### config.mk
export PLATFORM = sky130hd
export DESIGN_NAME = ptr_synch_flags
export DESIGN_NICKNAME = d
export VERILOG_FILES = /design/src/rtl/ptr_synch_flags.sv
export SDC_FILE = /design/constraint.sdc
export NUM_CORES = 1
export LEC_CHECK = 0
export ABC_AREA = 0
export CORE_ASPECT_RATIO = 1.5
export CORE_UTILIZATION = 26
export DETAILED_ROUTE_END_ITERATION = 8
export SETUP_SLACK_MARGIN = 0.4
export SLEW_MARGIN = 20
export SYNTH_ARGS = -nofsm -noshare
export SYNTH_HDL_FRONTEND = slang
export SYNTH_SLANG_ARGS = --single-unit
### constraint.sdc
create_clock -name clk -period 3.6 [get_ports clk]
set_clock_uncertainty 0.1 [all_clocks]
set_input_delay 0.72 -clock clk [delete_from_list [all_inputs] [get_ports clk]]
set_output_delay 0.72 -clock clk [all_outputs]
set_load 0.02 [all_outputs]
### src/rtl/ptr_synch_flags.sv
// Gray-pointer synchroniser plus occupancy/flag generator for one side of an async FIFO.
// Optional macro PTR_SYNCH_GRAY_CHK_EN adds a sticky multi-bit-change detector on the synchronised pointer.
module ptr_synch_flags #(
    parameter int ADDR_W      = 4,
    parameter int SYNC_STAGES = 2,
    parameter int MODE        = 0,
    parameter int ALMOST_TH   = 2
) (
    input  logic              clk,
    input  logic              rst,
    input  logic [ADDR_W:0]   remote_gray_i,
    input  logic [ADDR_W:0]   local_bin_i,
    output logic [ADDR_W:0]   remote_bin_o,
    output logic [ADDR_W:0]   level_o,
    output logic              flag_o,
    output logic              almost_o,
    output logic              valid_o,
    output logic              gray_err_o
);

    localparam int              PW      = ADDR_W + 1;
    localparam int              CNT_W   = $clog2(SYNC_STAGES + 1);
    localparam logic [PW-1:0]   DEPTH   = {1'b1, {ADDR_W{1'b0}}};
    localparam logic [PW-1:0]   TH      = PW'(ALMOST_TH);
    localparam logic [PW-1:0]   HI_TH   = DEPTH - TH;
    localparam logic [CNT_W-1:0] CNT_MAX = CNT_W'(SYNC_STAGES);

    function automatic logic [ADDR_W:0] gray2bin(input logic [ADDR_W:0] g);
        logic [ADDR_W:0] b;
        b[ADDR_W] = g[ADDR_W];
        for (int i = ADDR_W - 1; i >= 0; i--) begin
            b[i] = b[i+1] ^ g[i];
        end
        return b;
    endfunction

    logic [ADDR_W:0]  stage_r [SYNC_STAGES];
    logic [CNT_W-1:0] count_r;
    logic [ADDR_W:0]  raw_s;
    logic [ADDR_W:0]  level_s;

    // Synchroniser chain: stage 0 captures the remote Gray pointer.
    always_ff @(posedge clk) begin
        if (!rst) begin
            for (int k = 0; k < SYNC_STAGES; k++) begin
                stage_r[k] <= '0;
            end
        end else begin
            stage_r[0] <= remote_gray_i;
            for (int k = 1; k < SYNC_STAGES; k++) begin
                stage_r[k] <= stage_r[k-1];
            end
        end
    end

    // Warm-up counter saturating once the chain holds real samples.
    always_ff @(posedge clk) begin
        if (!rst) begin
            count_r <= '0;
        end else if (count_r != CNT_MAX) begin
            count_r <= count_r + {{(CNT_W-1){1'b0}}, 1'b1};
        end else begin
            count_r <= count_r;
        end
    end

    // Status decode; local pointer moves appear immediately so flags err on the safe side.
    always_comb begin
        remote_bin_o = gray2bin(stage_r[SYNC_STAGES-1]);
        valid_o      = (count_r == CNT_MAX);
        if (MODE == 0) begin
            raw_s = remote_bin_o - local_bin_i;
        end else begin
            raw_s = local_bin_i - remote_bin_o;
        end
        if (raw_s > DEPTH) begin
            level_s = DEPTH;
        end else begin
            level_s = raw_s;
        end
        if (!valid_o) begin
            level_o  = (MODE == 0) ? {PW{1'b0}} : DEPTH;
            flag_o   = 1'b1;
            almost_o = 1'b1;
        end else if (MODE == 0) begin
            level_o  = level_s;
            flag_o   = (level_s == {PW{1'b0}});
            almost_o = (level_s <= TH);
        end else begin
            level_o  = level_s;
            flag_o   = (level_s == DEPTH);
            almost_o = (level_s >= HI_TH);
        end
    end

`ifdef PTR_SYNCH_GRAY_CHK_EN
    function automatic logic multi_bit(input logic [ADDR_W:0] d);
        logic seen;
        logic multi;
        seen  = 1'b0;
        multi = 1'b0;
        for (int i = 0; i <= ADDR_W; i++) begin
            if (d[i] && seen) begin
                multi = 1'b1;
            end else if (d[i]) begin
                seen = 1'b1;
            end else begin
                seen = seen;
            end
        end
        return multi;
    endfunction

    logic [ADDR_W:0] prev_r;
    logic            armed_r;
    logic            gray_err_r;

    // Armed one cycle after valid so the first post-warm-up sample is not compared against reset zero.
    always_ff @(posedge clk) begin
        if (!rst) begin
            prev_r     <= '0;
            armed_r    <= 1'b0;
            gray_err_r <= 1'b0;
        end else begin
            prev_r  <= stage_r[SYNC_STAGES-1];
            armed_r <= valid_o;
            if (armed_r && multi_bit(stage_r[SYNC_STAGES-1] ^ prev_r)) begin
                gray_err_r <= 1'b1;
            end else begin
                gray_err_r <= gray_err_r;
            end
        end
    end

    assign gray_err_o = gray_err_r;
`else
    assign gray_err_o = 1'b0;
`endif

endmodule

* Word-level counts from Yosys, hierarchy flattened
Memories as Yosys holds them, arrays and structs flattened.
Cells that the tools add are included.
** Storage, ports and cells
- Output and inout bits :: 14
- Bits in registers :: 2
- Memories :: 1
- Input port bits :: 12
- Bits in writable memories :: 10
** Memory list
- stage_r :: depth 2, width 5, rd ports 2, clocked after memory_dff 0, write ports 2, RTL line 37 : logic [ADDR_W:0] stage_r [SYNC_STAGES];
** Cells by class
- Bitwise gates (word level) :: 6
- Add/sub/neg operators :: 2
- Muxes and demuxes :: 8
- Equality and inequality tests :: 2
- Reduce and logical (&&, ||, !) cells :: 1
- $lt $le $gt $ge :: 2
** Operators with widths (number)
- $mux W5 :: 4
- $gt A5 B5 Y1 const B :: 1
- $le A5 B2 Y1 const B :: 1
- $logic_not A5 Y1 :: 1
- $sub A5 B5 Y5 :: 1
- $mux W1 :: 4
- $xor A1 B1 Y1 :: 4
- $add A2 B1 Y2 const B :: 1
- $eq A2 B2 Y1 const B :: 1
- $ne A2 B2 Y1 const B :: 1
- $or A1 B1 Y1 :: 2

* Depth between registers and ports, before layout
Gate-level depths: netlist of run 1.
An unclocked memory read counts as a cell.
- Depth in word-level cells :: 10
- Depth in mapped cells :: 10
- Gate-level depth less buffers :: 10

* Least setup slack after synthesis of run 1
No wires, ideal clock.
- Path kind :: flip-flop to output port
- From :: memory stage_r[0][9] in the netlist's numbering
- To :: output almost_o
- Buffers on the path :: 0
- Stages on the path, launching flop included :: 11
- Slack :: -0.403 ns
- Data arrival time :: 3.183 ns
- Cells stage by stage :: dfxtp_1 -> xor2_2 -> xnor2_2 -> xor2_2 -> xor2_1 -> ha_1 -> fa_1 -> nand2b_1 -> a21oi_1 -> xnor2_1 -> o41ai_1
** RTL lines
- from (decl) :: RTL line 37
- to (decl) :: RTL line 16 : output logic almost_o,

==> results of run 1 <==
[worst paths after layout]
check,from,end,slack (ps),depth (start not counted)
setup / recovery,stage_r[0][8]$_SDFF_PN0_,almost_o,30,11
setup reg to reg,count_r[0]$_SDFFE_PN0N_,count_r[1]$_SDFFE_PN0N_,2340,5
hold / removal,stage_r[0][1]$_SDFF_PN0_,stage_r[0][6]$_SDFF_PN0_,330,1
hold reg to reg,stage_r[0][1]$_SDFF_PN0_,stage_r[0][6]$_SDFF_PN0_,330,1
[what timing repair did]
item / CTS / global route
resized for setup: 38 / 1
setup endpoints to repair: 7 / 7
pin swaps: 4 / 3
cloned: 0 / 0
setup buffers: 2 / 1
[placed cells by master (no fill, tap or decap)]
cell type | Yosys | layout
clkbuf_4 | 0 | 3
clkbuf_1 | 1 | 1
buf_4 | 2 | 19
dfxtp_4 | 0 | 2
and2_4 | 0 | 1
fa_2 | 0 | 1
ha_2 | 0 | 1
conb_1 | 1 | 1
xor2_2 | 2 | 2
nor3b_2 | 0 | 2
xnor2_2 | 1 | 1
xor2_4 | 0 | 1
xnor2_4 | 0 | 1
a21oi_1 | 2 | 1
nand2b_4 | 0 | 1
xnor2_1 | 4 | 3
nor2_1 | 3 | 3
buf_6 | 0 | 1
o41ai_4 | 0 | 2
and2_1 | 12 | 12
xor2_1 | 3 | 2
nor3_2 | 0 | 2
a21oi_4 | 0 | 1
clkdlybuf4s50_1 | 0 | 17
o21ai_0 | 2 | 1
o21ai_1 | 0 | 1
ha_1 | 5 | 4
inv_1 | 7 | 7
dfxtp_1 | 12 | 10
nand2_1 | 3 | 3
[cells by family (layout without fill, tap and decap cells)]
logic type,Yosys count,count (layout),synth area share (%)
AND/OR/NAND/NOR,24,24,20.8
flip-flops,12,12,36.6
XOR/XNOR,10,10,16.8
buffers and inverters,10,48,6.87
adder cells (fa/ha/maj),6,6,12.6
AO/OA/AOI/OAI,6,6,5.73
other,1,1,0.572
[per-layer routing]
| metal | global-route usage [%] | routed length (µm) | up-vias |
|---|---|---|---|
| li1 | - | - | 291 |
| met1 | 9.63 | 394 | 255 |
| met2 | 18.9 | 712 | 13 |
| met3 | 0.860 | 43 | 2 |
| met4 | 5.68 | 13 | 0 |
| met5 | 0 | 0 | - |
[power by group]
group	internal, mW	total [mW]	switching, mW
Clock	0.0427	0.0807	0.0379
Combinational	0.155	0.304	0.149
Sequential	0.147	0.155	0.00834
[stage by stage]
stage	hold WS, ps	area (µm²)	instances	total power [mW]	util [%]
2_1_floorplan	311	773	69	0.356	-
3_3_place_gp	313	1100	123	0.459	47.5
3_5_place_dp	320	1100	123	0.462	47.5
4_1_cts	338	1140	129	0.546	49.1
5_1_grt	363	1140	130	0.581	49.5
6_report	334	1140	130	0.540	49.5
[state kept, by name (all words and copies together) (netlist names)]
register  flops
stage_r      10
count_r       2
[area by class of cell]
class,instances,area (µm²)
inverters,7,26.3
well taps,23,28.8
repair buffers,37,324
fillers,233,1170
flip-flops and latches,12,248
clock buffers,4,26.3
multi-input cells,47,490
==> impl_results.md, run 1 <==
- Number of routed nets with antenna violations: 0
- Hold Path Class: reg -> reg
- Clk slew on worst S/H paths: 70 ps
- Routed WL: between 1000 and 1500 µm
- CP Capture Type: output pin
- Maximum VDD drop: between 200 and 250 µV
- Arrival @ worst endpoint: ~2800 ps
- Synth Cell Area: approximately 660 µm²
- Initial antenna violation count: 0
- Core area: roughly 2300 µm²
- Setup ws final: roughly 25 ps
- Vias in the first global route: about 560
- Initial Util: between 20% and 30%
- Layout cell share with drive strength beyond 1: between 30% and 40%
- CTS tree: built
- Ranking of synthesized cells by area: dfxtp_1, and2_1, ha_1
- Post-synth ARST share: 0%
- Sequential element share of the synthesized area: between 30% and 40%
- Top cells by instance count after synthesis: and2_1, dfxtp_1, inv_1, ha_1, xnor2_1
- Port Buf Inserts: 24
- Pwr Density: 472 nW/µm²
- Mean area per synthesized cell: roughly 9.5 µm²
- Worst path required time: around 2800 ps
- Post-synth top flop: dfxtp_1
- Worst-Skew Late Latency: about 250 ps
- Die height: 63.5 µm
- Detailed-route DRC error count: 0
- H-tree Lvls: 1
- Final hold vios: 0
- DP Worst Slack: -322 ps
- Area grow syn2layout: 74.4%
- I/O pin count: 26
- Max incr delay on CP: approximately 360 ps
- Worst path cell trace: xor2_4 -> xnor2_2 -> xor2_2 -> xor2_1 -> ha_2 -> fa_2 -> nand2b_4 -> a21oi_4 -> xnor2_4 -> o41ai_4 -> buf_4
- Setup TNS: 0 ps
- Vias: 561
- Syn_nets: slightly below 90
- N_diodes: 0
- Core Rows: 21
- Clock buffer depth: 2
- Drt pass-1 iters: 2
- Maxcap violations: 0
- Hold buffers post-CTS: 0
- Startpoint types: flop
- Drt initial violations: 6
- Status: finished, final reports clean
- Grt ovf: 0
- Yosys top cell area share: 36.6%
- CP max-delay cell: dfxtp_4
- Minimum clock period after layout: ~3600 ps
- Area leader, netlist: dfxtp_1
- First-pass GRT wire length: between 2000 and 2500 µm
- Max-slew violations: 0
- TritonCTS sink count: 12
- Tcrit/Tclk final: approximately 100%
- Routed wire length per instance: slightly below 9 µm
- GRT Util Overall: 9.85%
- Clock Root Buffer: clkbuf_4
- RSZ-0062 raised after global routing: yes
- Crit Path Max Fanout: 7
- Die Wd: 43 µm
- Hpwl dp: between 1000 and 1500 µm
- GP Congestion: 0.754
- Post-DR vias/cell: 4.32
- Distinct cell type count after synthesis: 21
- Nets: roughly 130
- Largest net degree at the start of global routing: 13
- Die footprint: ~2700 µm²
- Crit path max-delay family: XOR/XNOR gates
- Post-synth EDFFs: 0
- Flops & latches, synth: 12
- CTS Buf Count: 3
- YS warnings: 0
- Critical path class: reg -> out
- Final Setup Violations: 0
- Mapped Cells: ~70
- Static Leakage: 0.490 nW
- FMAX: roughly 0.28 GHz
- Buf+Inv Stages, Crit Path: 1
Power figures use the tool's default switching activity.
==> run 2: changes to the inputs <==
--- a/config.mk
+++ b/config.mk
@@ -7,6 +7,7 @@
 export LEC_CHECK = 0
 export ABC_AREA = 0
 export CORE_ASPECT_RATIO = 1.5
+export CORE_MARGIN = 2
 export CORE_UTILIZATION = 26
 export DETAILED_ROUTE_END_ITERATION = 8
 export SETUP_SLACK_MARGIN = 0.4
==> constraint.sdc (replaced) <==
create_clock -name clk -period 3.7 [get_ports clk]
set_clock_uncertainty 0.1 [all_clocks]
set_input_delay 0.74 -clock clk [delete_from_list [all_inputs] [get_ports clk]]
set_output_delay 0.74 -clock clk [all_outputs]
set_load 0.02 [all_outputs]
==> impl_results.md, run 2 (synthesis gave the netlist of run 1 again) <==
- Status: finished, final reports clean (unchanged)
- Core area: 2420 µm² (was 2310 µm²)
- Vias: 556 (was 561)
- Initial antenna violation count: 0 (unchanged)
- Hold Path Class: reg -> reg (unchanged)
- Max-slew violations: 0 (unchanged)
- Final Setup Violations: 0 (unchanged)
- Crit Path Max Fanout: 7 (unchanged)
- Minimum clock period after layout: approximately 3600 ps
- RSZ-0062 raised after global routing: yes (unchanged)
- I/O pin count: 26 (unchanged)
- Largest net degree at the start of global routing: 13 (unchanged)
- Clk slew on worst S/H paths: 70 ps (about the same)
- Crit path max-delay family: XOR/XNOR gates (unchanged)
- GP Congestion: 0.736 (was 0.754)
- Worst path cell trace: xor2_4 -> xnor2_2 -> xor2_2 -> xor2_1 -> ha_2 -> fa_2 -> nand2b_4 -> a21oi_4 -> xnor2_4 -> buf_4 -> nor3_2 -> buf_4 (was xor2_4 -> xnor2_2 -> xor2_2 -> xor2_1 -> ha_2 -> fa_2 -> nand2b_4 -> a21oi_4 -> xnor2_4 -> o41ai_4 -> buf_4)
- Vias in the first global route: 517 (was 564)
- Core Rows: 22 (was 21)
- Largest regs: stage_r: 10 flops, count_r: 2 flops (unchanged)
- Critical path class: reg -> out (unchanged)
- Grt ovf: 0 (unchanged)
- Pwr Density: 480 nW/µm² (was 472 nW/µm²)
- Buf+Inv Stages, Crit Path: 2 (was 1)
- Post-Place Cells: 122 (was 123)
- H-tree Lvls: 1 (unchanged)
- Worst path required time: 2860 ps (was 2780 ps)
- N_diodes: 0 (unchanged)
- Post-route insts no fill: 130 (unchanged)
- Setup TNS: 0 ps (unchanged)
- Fillcell total: 237 (was 233)
- Arrival @ worst endpoint: 2780 ps (was 2750 ps)
- Setup slack on the worst flop-to-flop path: 2440 ps (was 2340 ps)
- Routed WL: 1200 µm (was 1160 µm)
- Startpoint types: flop (unchanged)
- Die footprint: 2950 µm² (was 2730 µm²)
- Detailed-route DRC error count: 0 (unchanged)
- Max incr delay on CP: 360 ps (about the same)
- Clock buffer depth: 2 (unchanged)
- Clock Root Buffer: clkbuf_4 (unchanged)
- Final hold vios: 0 (unchanged)
- TritonCTS sink count: 12 (unchanged)
- CP max-delay cell: dfxtp_4 (unchanged)
- Worst-Skew Late Latency: 260 ps (was 250 ps)
- Drt initial violations: 12 (was 6)
- Die height: 65.5 µm (was 63.5 µm)
- Die Wd: 45 µm (was 43 µm)
- CP Capture Type: output pin (unchanged)
- Static Leakage: 0.492 nW (was 0.490 nW)
- Finished Cell Area: 1150 µm² (was 1140 µm²)
- Nets: 125 (was 126)
- Layout cell share with drive strength beyond 1: 38.7% (was 38.3%)
- CTS Buf Count: 3 (unchanged)
- GRT Util Overall: 8.73% (was 9.85%)
- GR Layer Usage met3: 1.10% (was 0.860%)
- Post-DP Area: 1080 µm² (was 1100 µm²)
- Most frequent cells in the layout: clkdlybuf4s50_1, buf_4, and2_1 (was buf_4, clkdlybuf4s50_1, and2_1)
- Maxcap violations: 0 (unchanged)
- Most flop-heavy register: stage_r (unchanged)
- Hpwl dp: 1010 µm (about the same)
- First-pass GRT wire length: 1920 µm (was 2110 µm)
- Number of routed nets with antenna violations: 0 (unchanged)
- Port Buf Inserts: 24 (unchanged)
- Met1 Use GR: 7.95% (was 9.63%)
- Max reg flops: 10 (unchanged)
- Initial Util: 27.1% (was 28.4%)
- CTS tree: built (unchanged)
- DP Worst Slack: -319 ps (was -322 ps)
- Hold buffers post-CTS: 0 (unchanged)
- FMAX: approximately 0.28 GHz
- M2 GR Usage: 16.8% (was 18.9%)
- Routed wire length per instance: 9.19 µm (was 8.95 µm)
- Maximum VDD drop: 241 µV (about the same)
- Setup ws final: 81.0 ps (was 25.3 ps)
- Drt pass-1 iters: 2 (unchanged)
- Post-DR vias/cell: 4.28 (was 4.32)
- Area grow syn2layout: 75.6% (was 74.4%)
- Layer with the highest usage: met2 (unchanged)
- Tcrit/Tclk final: 97.8%
- Cell with the most instances on the worst path: buf_4
## run 2: through the flow
| stage | util, % | hold WS [ps] | total power, mW |
|---|---|---|---|
| 6_report | 47.5 | 329 | 0.553 |
| 5_1_grt | 47.5 | 343 | 0.589 |
| 4_1_cts | 46.2 | 335 | 0.552 |
| 3_5_place_dp | 44.8 | 321 | 0.450 |
| 3_3_place_gp | 44.8 | 314 | 0.442 |
| 2_1_floorplan | - | 311 | 0.346 |
## run 2: power by group
group          switching, mW  internal [mW]  leakage [nW]
Sequential           0.00753          0.143         0.101
Clock                 0.0387         0.0597        0.0210
Combinational          0.148          0.156         0.370
## run 2: routing by layer
layer | up-vias | wire, µm
li1 | 287 | -
met5 | - | 0
met4 | 0 | 0
met2 | 17 | 748
met3 | 0 | 81
met1 | 252 | 365
## run 2: final cells by class
cell class,instances,area [µm²],area share (%)
Clock buffer,4,36.3,3.15
Inverter,7,26.3,2.28
Multi-Input combinational cell,47,490,42.6
Sequential cell,12,248,21.5
Tap cell,24,30.0,2.61
Timing Repair Buffer,36,320,27.8
## run 2: worst paths after layout
check,start,end,cells past startpoint
setup / recovery,stage_r[0][8]$_SDFF_PN0_,level_o[0],12
hold / removal,stage_r[0][1]$_SDFF_PN0_,stage_r[0][6]$_SDFF_PN0_,1
setup reg to reg,count_r[0]$_SDFFE_PN0N_,count_r[0]$_SDFFE_PN0N_,4
hold reg to reg,stage_r[0][1]$_SDFF_PN0_,stage_r[0][6]$_SDFF_PN0_,1
## run 2: repair_timing
item / in CTS / in global routing
resized for setup: 37 / 3
pin swaps: 5 / 0
setup buffers: 1 / 3
endpoints found under the setup margin: 7 / 7
